[config.mk]
export PLATFORM = sky130hd
export DESIGN_NAME = alu_serial_rx
export DESIGN_NICKNAME = d
export VERILOG_FILES = /design/src/rtl/alu_pkg.sv /design/src/rtl/alu_rx_packet.sv /design/src/rtl/alu_serial_rx.sv
export SDC_FILE = /design/constraint.sdc
export NUM_CORES = 1
export LEC_CHECK = 0
export ABC_AREA = 1
export BUFFER_PORTS_ARGS = -buffer_cell sky130_fd_sc_hd__buf_2
export CORE_UTILIZATION = 47
export DETAILED_ROUTE_END_ITERATION = 8
export GPL_ROUTABILITY_DRIVEN = 0
export PLACE_DENSITY = 0.66
export SLEW_MARGIN = 30
export SYNTH_ARGS = -nofsm -noshare
export SYNTH_HDL_FRONTEND = slang
export SYNTH_HIERARCHICAL = 1
export SYNTH_SLANG_ARGS = --single-unit
[constraint.sdc]
create_clock -name clk -period 9.85 [get_ports clk]
set_input_delay 0.4925 -clock clk [delete_from_list [all_inputs] [get_ports clk]]
set_output_delay 0.4925 -clock clk [all_outputs]
set_load 0.005 [all_outputs]
[src/rtl/alu_pkg.sv]
// rtl/alu_pkg.sv - shared types, constants and CRC4 helper for the ALU serial front end
package alu_pkg;

    localparam int N_DATA_PKT = 8;
    localparam int PKT_BITS   = 11;
    localparam int BYTE_BITS  = PKT_BITS - 3;

    localparam logic START_BIT = 1'b0;
    localparam logic STOP_BIT  = 1'b1;

    typedef enum logic [2:0] {
        OP_AND = 3'b000,
        OP_OR  = 3'b001,
        OP_ADD = 3'b100,
        OP_SUB = 3'b101
    } operation_t;

    typedef enum logic {
        PKT_DATA = 1'b0,
        PKT_CMD  = 1'b1
    } packet_type_t;

    // One-hot error codes as presented on out_err_code
    typedef enum logic [2:0] {
        ERR_NONE = 3'b000,
        ERR_OP   = 3'b001,
        ERR_CRC  = 3'b010,
        ERR_DATA = 3'b100
    } processing_error_t;

    // Polynomial x^4 + x + 1, MSB-first over all 68 input bits
    function automatic logic [3:0] crc4_d68(input logic [67:0] data, input logic [3:0] seed);
        logic [3:0] c;
        logic       fb;
        c = seed;
        for (int i = 67; i >= 0; i--) begin
            fb = c[3] ^ data[i];
            c  = {c[2:0], 1'b0} ^ {2'b00, fb, fb};
        end
        return c;
    endfunction

    function automatic logic is_valid_op(input logic [2:0] op);
        case (op)
            OP_AND, OP_OR, OP_ADD, OP_SUB: return 1'b1;
            default:                       return 1'b0;
        endcase
    endfunction

endpackage

[src/rtl/alu_rx_packet.sv]
// rtl/alu_rx_packet.sv - bit-level receiver turning the sin stream into typed byte packets
module alu_rx_packet
    import alu_pkg::*;
(
    input  logic         clk,
    input  logic         rst_n,
    input  logic         sin,
    output logic         pkt_valid,
    output packet_type_t pkt_type,
    output logic [7:0]   pkt_byte,
    output logic         frame_err
);

    typedef enum logic [2:0] {S_IDLE, S_TYPE, S_BYTE, S_STOP, S_RESYNC} state_t;

    state_t       state;
    logic [2:0]   bit_cnt;
    logic [7:0]   shreg;
    packet_type_t type_q;

    always_ff @(posedge clk or negedge rst_n) begin
        if (!rst_n) begin
            state     <= S_IDLE;
            bit_cnt   <= '0;
            shreg     <= '0;
            type_q    <= PKT_DATA;
            pkt_valid <= 1'b0;
            pkt_type  <= PKT_DATA;
            pkt_byte  <= '0;
            frame_err <= 1'b0;
        end else begin
            pkt_valid <= 1'b0;
            frame_err <= 1'b0;
            case (state)
                S_IDLE: if (sin == START_BIT) state <= S_TYPE;
                S_TYPE: begin
                    type_q  <= packet_type_t'(sin);
                    bit_cnt <= 3'(BYTE_BITS - 1);
                    state   <= S_BYTE;
                end
                S_BYTE: begin
                    shreg <= {shreg[6:0], sin};
                    if (bit_cnt == 3'd0) state <= S_STOP;
                    else                 bit_cnt <= bit_cnt - 3'd1;
                end
                S_STOP: begin
                    // Returning straight to IDLE lets a start bit follow the stop bit directly
                    if (sin == STOP_BIT) begin
                        pkt_valid <= 1'b1;
                        pkt_type  <= type_q;
                        pkt_byte  <= shreg;
                        state     <= S_IDLE;
                    end else begin
                        frame_err <= 1'b1;
                        state     <= S_RESYNC;
                    end
                end
                S_RESYNC: if (sin == STOP_BIT) state <= S_IDLE;
                default:  state <= S_IDLE;
            endcase
        end
    end

endmodule

[src/rtl/alu_serial_rx.sv]
// rtl/alu_serial_rx.sv - command assembly, integrity checks and output handshake register
module alu_serial_rx
    import alu_pkg::*;
(
    input  logic        clk,
    input  logic        rst_n,
    input  logic        sin,
    output logic        out_valid,
    input  logic        out_ready,
    output logic [31:0] out_A,
    output logic [31:0] out_B,
    output logic [2:0]  out_op,
    output logic        out_err,
    output logic [2:0]  out_err_code,
    output logic        overrun,
    output logic        frame_err
);

    logic              pkt_valid;
    packet_type_t      pkt_type;
    logic [7:0]        pkt_byte;
    logic [63:0]       ba;
    logic [3:0]        data_cnt;
    logic              extra;
    logic [2:0]        cmd_op;
    logic [3:0]        cmd_crc;
    processing_error_t cmd_err;

    alu_rx_packet u_packet (
        .clk       (clk),
        .rst_n     (rst_n),
        .sin       (sin),
        .pkt_valid (pkt_valid),
        .pkt_type  (pkt_type),
        .pkt_byte  (pkt_byte),
        .frame_err (frame_err)
    );

    // Checks evaluated against the CMD byte while it is being committed
    always_comb begin
        cmd_op  = pkt_byte[6:4];
        cmd_crc = pkt_byte[3:0];
        cmd_err = ERR_NONE;
        if (data_cnt != 4'(N_DATA_PKT) || extra)
            cmd_err = ERR_DATA;
        else if (cmd_crc != crc4_d68({ba, 1'b1, cmd_op}, 4'b0000))
            cmd_err = ERR_CRC;
        else if (!is_valid_op(cmd_op))
            cmd_err = ERR_OP;
    end

    always_ff @(posedge clk or negedge rst_n) begin
        if (!rst_n) begin
            ba           <= '0;
            data_cnt     <= '0;
            extra        <= 1'b0;
            out_valid    <= 1'b0;
            out_A        <= '0;
            out_B        <= '0;
            out_op       <= '0;
            out_err      <= 1'b0;
            out_err_code <= '0;
            overrun      <= 1'b0;
        end else begin
            overrun <= 1'b0;
            if (pkt_valid && pkt_type == PKT_DATA) begin
                if (data_cnt < 4'(N_DATA_PKT)) begin
                    ba       <= {ba[55:0], pkt_byte};
                    data_cnt <= data_cnt + 4'd1;
                end else begin
                    extra <= 1'b1;
                end
            end
            if (pkt_valid && pkt_type == PKT_CMD) begin
                data_cnt <= '0;
                extra    <= 1'b0;
                if (out_valid && !out_ready) begin
                    overrun <= 1'b1;
                end else begin
                    out_valid    <= 1'b1;
                    out_A        <= ba[31:0];
                    out_B        <= ba[63:32];
                    out_op       <= cmd_op;
                    out_err      <= (cmd_err != ERR_NONE);
                    out_err_code <= cmd_err;
                end
            end else if (out_valid && out_ready) begin
                out_valid <= 1'b0;
            end
        end
    end

endmodule

Word level (Yosys, flattened, before mapping):

Index checks and enable logic that the tools add are counted.

* bits in registers: 168
* memory bits (read-only): 0
* RAM bits: 0
* output and inout port bits: 74
* memories kept: 0
* bits in latches: 0

* bitwise operators: 135
* shift operators: 0
* order comparisons: 1
* mux-type cells: 28
* reduce and logical (&&, ||, !) cells: 23
* multipliers: 0
* equality and inequality tests: 15
* divide/modulo/power cells: 0
* $add $sub $neg: 2

Operators by type and width (number)
* $xor A4 B2 Y4: 66
* $xor A1 B1 Y1: 64
* $mux W3: 7
* $mux W1: 16
* $pmux W3 S5: 1
* $reduce_and A2 Y1: 7
* $mux W4: 3
* $eq A3 B3 Y1 const B: 3
* $logic_not A3 Y1: 3
* $ne A2 B2 Y1 const B: 4
* $reduce_bool A2 Y1: 4
* $eq A3 B1 Y1 const B: 2
* $eq A3 B2 Y1 const B: 2
* $pmux W3 S2: 1
* $add A4 B1 Y4 const B: 1
* $logic_and A1 B1 Y1: 4
* $lt A4 B4 Y1 const B: 1
* $ne A2 B1 Y1 const B: 2
* $ne A4 B4 Y1: 1
* $ne A4 B4 Y1 const B: 1
* $reduce_or A4 Y1: 1
* $not A1 Y1: 3
* $reduce_and A3 Y1: 1
* $reduce_bool A3 Y1: 1
* other kinds (5): 5

Longest topological paths before layout:

* depth after elaboration: 139
* gate-level depth with buffers: 72
* gate-level depth less buffers: 72

Hierarchy:

The synthesis kept the hierarchy.

Modules (own cells, without submodules)
* alu_serial_rx: cells an instance 1081, times used 1, area an instance 7795.0 um^2, seq. area each 3553.4 um^2
* alu_rx_packet: cells an instance 114, times used 1, area an instance 1128.6 um^2, seq. area each 650.6 um^2

Worst setup path after synthesis:

OpenSTA, ideal clock, no wires.

* path kind: reg2reg
* start: reg ba[62]
* end: reg out_err
* data required time: 9.733 ns
* stages on the path, launching flop included: 67
* arrival time: 4.894 ns
* period minus slack after synthesis: 5.011 ns
* setup slack: 4.839 ns
* path through: dfrtp_1 inv_2 nand2_1 nand2_2 nand2_1 nand2_1 nand2_1 nand2_1 inv_2 nand2_1 nand3_1 nand2_1 inv_1 nand2_2 nand2_4 inv_2 nand2_4 nand2_2 [... 31 more ...] nand2_1 nand2_2 nand2_2 inv_2 nand2_2 nand2_2 nand2_1 nand2_1 nand2_2 nand2_1 nand2_1 nand2_1 nand2_1 nand2_1 nand2_1 nand4_1 nor2_1 nor2_1

* cells in the longest elaborated chain, start to end: 93

Ends and longest elaborated chain
* from (decl): RTL line alu_serial_rx.sv:22 `logic [63:0] ba;`
* from (signal assigned): RTL line alu_serial_rx.sv:68 `ba <= {ba[55:0], pkt_byte};`
* $xor A3 B2 Y3 *: RTL line alu_pkg.sv:38 `c = {c[2:0], 1'b0} ^ {2'b00, fb, fb};`
* $xor A4 B2 Y4 * (2 in series): RTL line alu_pkg.sv:38
* $xor A1 B1 Y1: RTL line alu_pkg.sv:37 `fb = c[3] ^ data[i];`
* $xor A4 B2 Y4 * (3 in series): RTL line alu_pkg.sv:38
* $xor A1 B1 Y1: RTL line alu_pkg.sv:37
* $xor A4 B2 Y4 * (3 in series): RTL line alu_pkg.sv:38
* $xor A1 B1 Y1: RTL line alu_pkg.sv:37
* $xor A4 B2 Y4 * (3 in series): RTL line alu_pkg.sv:38
* [... 68 more ...]
* $not A1 Y1 (no line)
* $xor A4 B2 Y4 * (3 in series): RTL line alu_pkg.sv:38
* $xor A1 B1 Y1: RTL line alu_pkg.sv:37
* $xor A4 B2 Y4 *: RTL line alu_pkg.sv:38
* $ne A4 B4 Y1 *: RTL line alu_serial_rx.sv:46 `else if (cmd_crc != crc4_d68({ba, 1'b1, cmd_op}, 4'b0000))`
* $mux W3 *: RTL line alu_serial_rx.sv:46
* $mux W3 *: RTL line alu_serial_rx.sv:44 `if (data_cnt != 4'(N_DATA_PKT) || extra)`
* $reduce_bool A3 Y1 *: RTL line alu_serial_rx.sv:84 `out_err <= (cmd_err != ERR_NONE);`
* to (signal assigned): RTL line alu_serial_rx.sv:84
* to (decl): RTL line alu_serial_rx.sv:13 `output logic out_err,`

Every way passes the cells marked *; elsewhere a longest branch is shown, timed or not.
A chain may end at the register's enable or synchronous reset.

Worst setup path in the final report:

* start: reg ba[63]
* end: reg out_err

* cells in the longest elaborated chain, start to end: 93

Ends and longest elaborated chain (RTL line)
* $xor A3 B2 Y3 *: alu_pkg.sv:38
* $xor A4 B2 Y4 *: alu_pkg.sv:38
* $xor A1 B1 Y1 or $xor A4 B2 Y4 (tied branches): alu_pkg.sv:37, alu_pkg.sv:38
* $xor A4 B2 Y4 * (3 in series): alu_pkg.sv:38
* $xor A1 B1 Y1 or $xor A4 B2 Y4 (tied branches): alu_pkg.sv:37, alu_pkg.sv:38
* $xor A4 B2 Y4 * (3 in series): alu_pkg.sv:38
* $xor A1 B1 Y1 or $xor A4 B2 Y4 (tied branches): alu_pkg.sv:37, alu_pkg.sv:38
* $xor A4 B2 Y4 * (3 in series): alu_pkg.sv:38
* [... 68 more ...]
* $xor A1 B1 Y1 or $xor A4 B2 Y4 (tied branches): alu_pkg.sv:37, alu_pkg.sv:38
* $xor A4 B2 Y4 * (4 in series): alu_pkg.sv:38
* $xor A1 B1 Y1 or $xor A4 B2 Y4 (tied branches): alu_pkg.sv:37, alu_pkg.sv:38
* $xor A4 B2 Y4 *: alu_pkg.sv:38
* $ne A4 B4 Y1 *: alu_serial_rx.sv:46
* $mux W3 *: alu_serial_rx.sv:46
* $mux W3 *: alu_serial_rx.sv:44
* $reduce_bool A3 Y1 *: alu_serial_rx.sv:84

Marked as above.

==> reports/results.ini <==
[drt]
wl_per_cell_um=12.8
first_pass_iters=5
drt-total-wl_mm=19.3
dr.first_iter.drc_count=445
ant_nets=0
post-route-drc-count=0
routed-via-count=7441
routed_via_density=4.92

[min_path]
hp-class=primary input to asynchronous set/reset pin

[sta]
slew_violations=0
skew_ns=0.0103
slew_headroom_pct=48.4
worst_slack_ns=3.93
fin_crit_sh_pct=60.1
hold_viol=0
fin_tns_setup_ns=0
period_minus_slack_ns=5.92
hold_slack_ns=0.0658
rsz0062_at_grt=false
worstMarginPinSlew_ns=0.774
finalSetupViolCount=0
max_freq_ghz=0.169

[clock_tree]
cts_tree=built
clkTransAtPathRegs_ns=0.07
postCtsHoldBufs=0
cts_root_buf=clkbuf_16
post_cts_buffers=0
cts_resized=0
cts-buffers-inserted=17
clk_latency_ns=0.43
cts.sinks=168
cts.path.max_buffers=2
htree_levels=4

[logic_synthesis]
synth_edf_count=0
ys_seq_elements=168
synth_cell_types=25
synth.avg_cell_area_sq_um=7.47
synthFlopType=dfrtp_1
yosys_warnings=6
netlist_instances=1195
async_flop_share_pct=100
synthDominantCellAreaShare_pct=47.1
yosysTopAreaCell=dfrtp_1
synth_seq_area_share_pct=47.1
synth.area.top_cells=dfrtp_1 47%, nand2_1 18%, o21ai_0 7.5%, nand3_1 7.1%, nand2_2 6.4%
synthesis.nets=1203
netlist_area_sq_mm=0.00892

[finish]
multi_input_area_sq_mm=0.00407
n_fill_cell=1800
layout_commonest_cell=nand2_1
area_growth_pct=13.7
diodes=0
final_nets=1273
regArea_sq_mm=0.00420
layout-drive-gt1-share_pct=20.2
final_cell_mix=419 x nand2_1, 168 x dfrtp_1, 133 x o21ai_0

[worst_setup_path]
cpMostUsedCell=nand2_1
crit_slowest_cell=dfrtp_1
cp_top_family=simple AND/OR/NAND/NOR gates
timing.rr.start=ba[63]
worstRegToRegCells=58
cp_data_arrival_time_ns=6.24
critPathKind=flip-flop to flip-flop
crit_fanout=6
cp-startpoint=ba[63]
cp-end-kind=flip-flop
timing.rr.end=out_err
reg2reg_slack_ns=3.93
startpoint_type=flip-flop
cp.buffers_inverters=3
max_stage_delay_ns=0.43
crit_required_ns=10.17

[die]
rows=50
die_area_sq_mm=0.0195
die_x_um=140
initial_core_util_pct=47.9
core_sq_mm=0.0186
die_h_um=140
pin_count=78

[global_routing]
grt_usage_pct=21.2
grt_pass1_vias=7013
grt_max_degree=129
antenna_found_initial=0
grt.overflow.total=0
grt_first_pass_wirelength_mm=33.4

[outcome]
outcome=complete, no violations

[job]
max-cap-violations=0

[placement]
hpwl_mm=14.0
port_buffers=77
place_ws_ns=4.07

## per-layer routing
layer,GRT usage [%],part of all wire (%)
met1,29.5,50
met2,34.1,46
met3,3.96,2.7
met4,4.97,1.1
met5,0,0
## worst max-delay path by stage
stage | endpoint | slack [ns] | cells after the start
final | out_err | 3.93 | 58
after floorplan | out_err | 4.84 | 66
after detailed placement | out_err_code[0] | 4.07 | 57
after global placement | out_err | 4.14 | 58
after CTS | out_err_code[0] | 4.03 | 55
after global routing | out_err_code[0] | 3.07 | 63
## final cells by class
type | count | area share [%]
Sequential cell | 168 | 41.4
Multi-Input combinational cell | 853 | 40.1
Inverter | 144 | 5.36
Clock buffer | 18 | 4.33
Timing Repair Buffer | 81 | 4.23
Tap cell | 234 | 2.89
Clock inverter | 14 | 1.66
## registers in the layout, indices dropped and copies added (netlist names), 3 cells and up
signal	cells
out_op	3
u_packet/bit_cnt	3
u_packet/state	3
out_err_code	3
ba	64
data_cnt	4
out_B	32
u_packet/shreg	8
out_A	32
u_packet/pkt_byte	8
## metrics by stage
stage | util (%) | cell area, sq um | cells
3_5_place_dp | 51.1 | 9530 | 1480
3_3_place_gp | 51.1 | 9530 | 1480
5_1_grt | 54.4 | 10100 | 1512
2_1_floorplan | - | 8920 | 1195
4_1_cts | 54.4 | 10100 | 1512
6_report | 54.4 | 10100 | 1512
## synthesized netlist by cell type (4+ instances only)
library cell	count
nand2_1	420
inv_2	19
inv_1	123
nand3_2	8
buf_1	6
nand2_2	91
a21oi_1	5
clkbuf_1	22
nand3_1	127
nor2_1	25
o21ai_0	133
nand2_4	4
o21ai_2	15
dfrtp_1	168
xnor2_1	6
xor2_1	5
ha_1	4
## logic make-up after synthesis
logic type      after synthesis  share of synthesized area [%]
xor+xnor                     11                           1.08
compound gates              154                           9.31
fa+ha+maj                     4                          0.561
buf+inv                     174                           7.53
flops                       168                           47.1
simple gates                684                           34.4
Power is not shown: default switching activity piles up to over one toggle a cycle in this logic, so the estimate is an artifact.
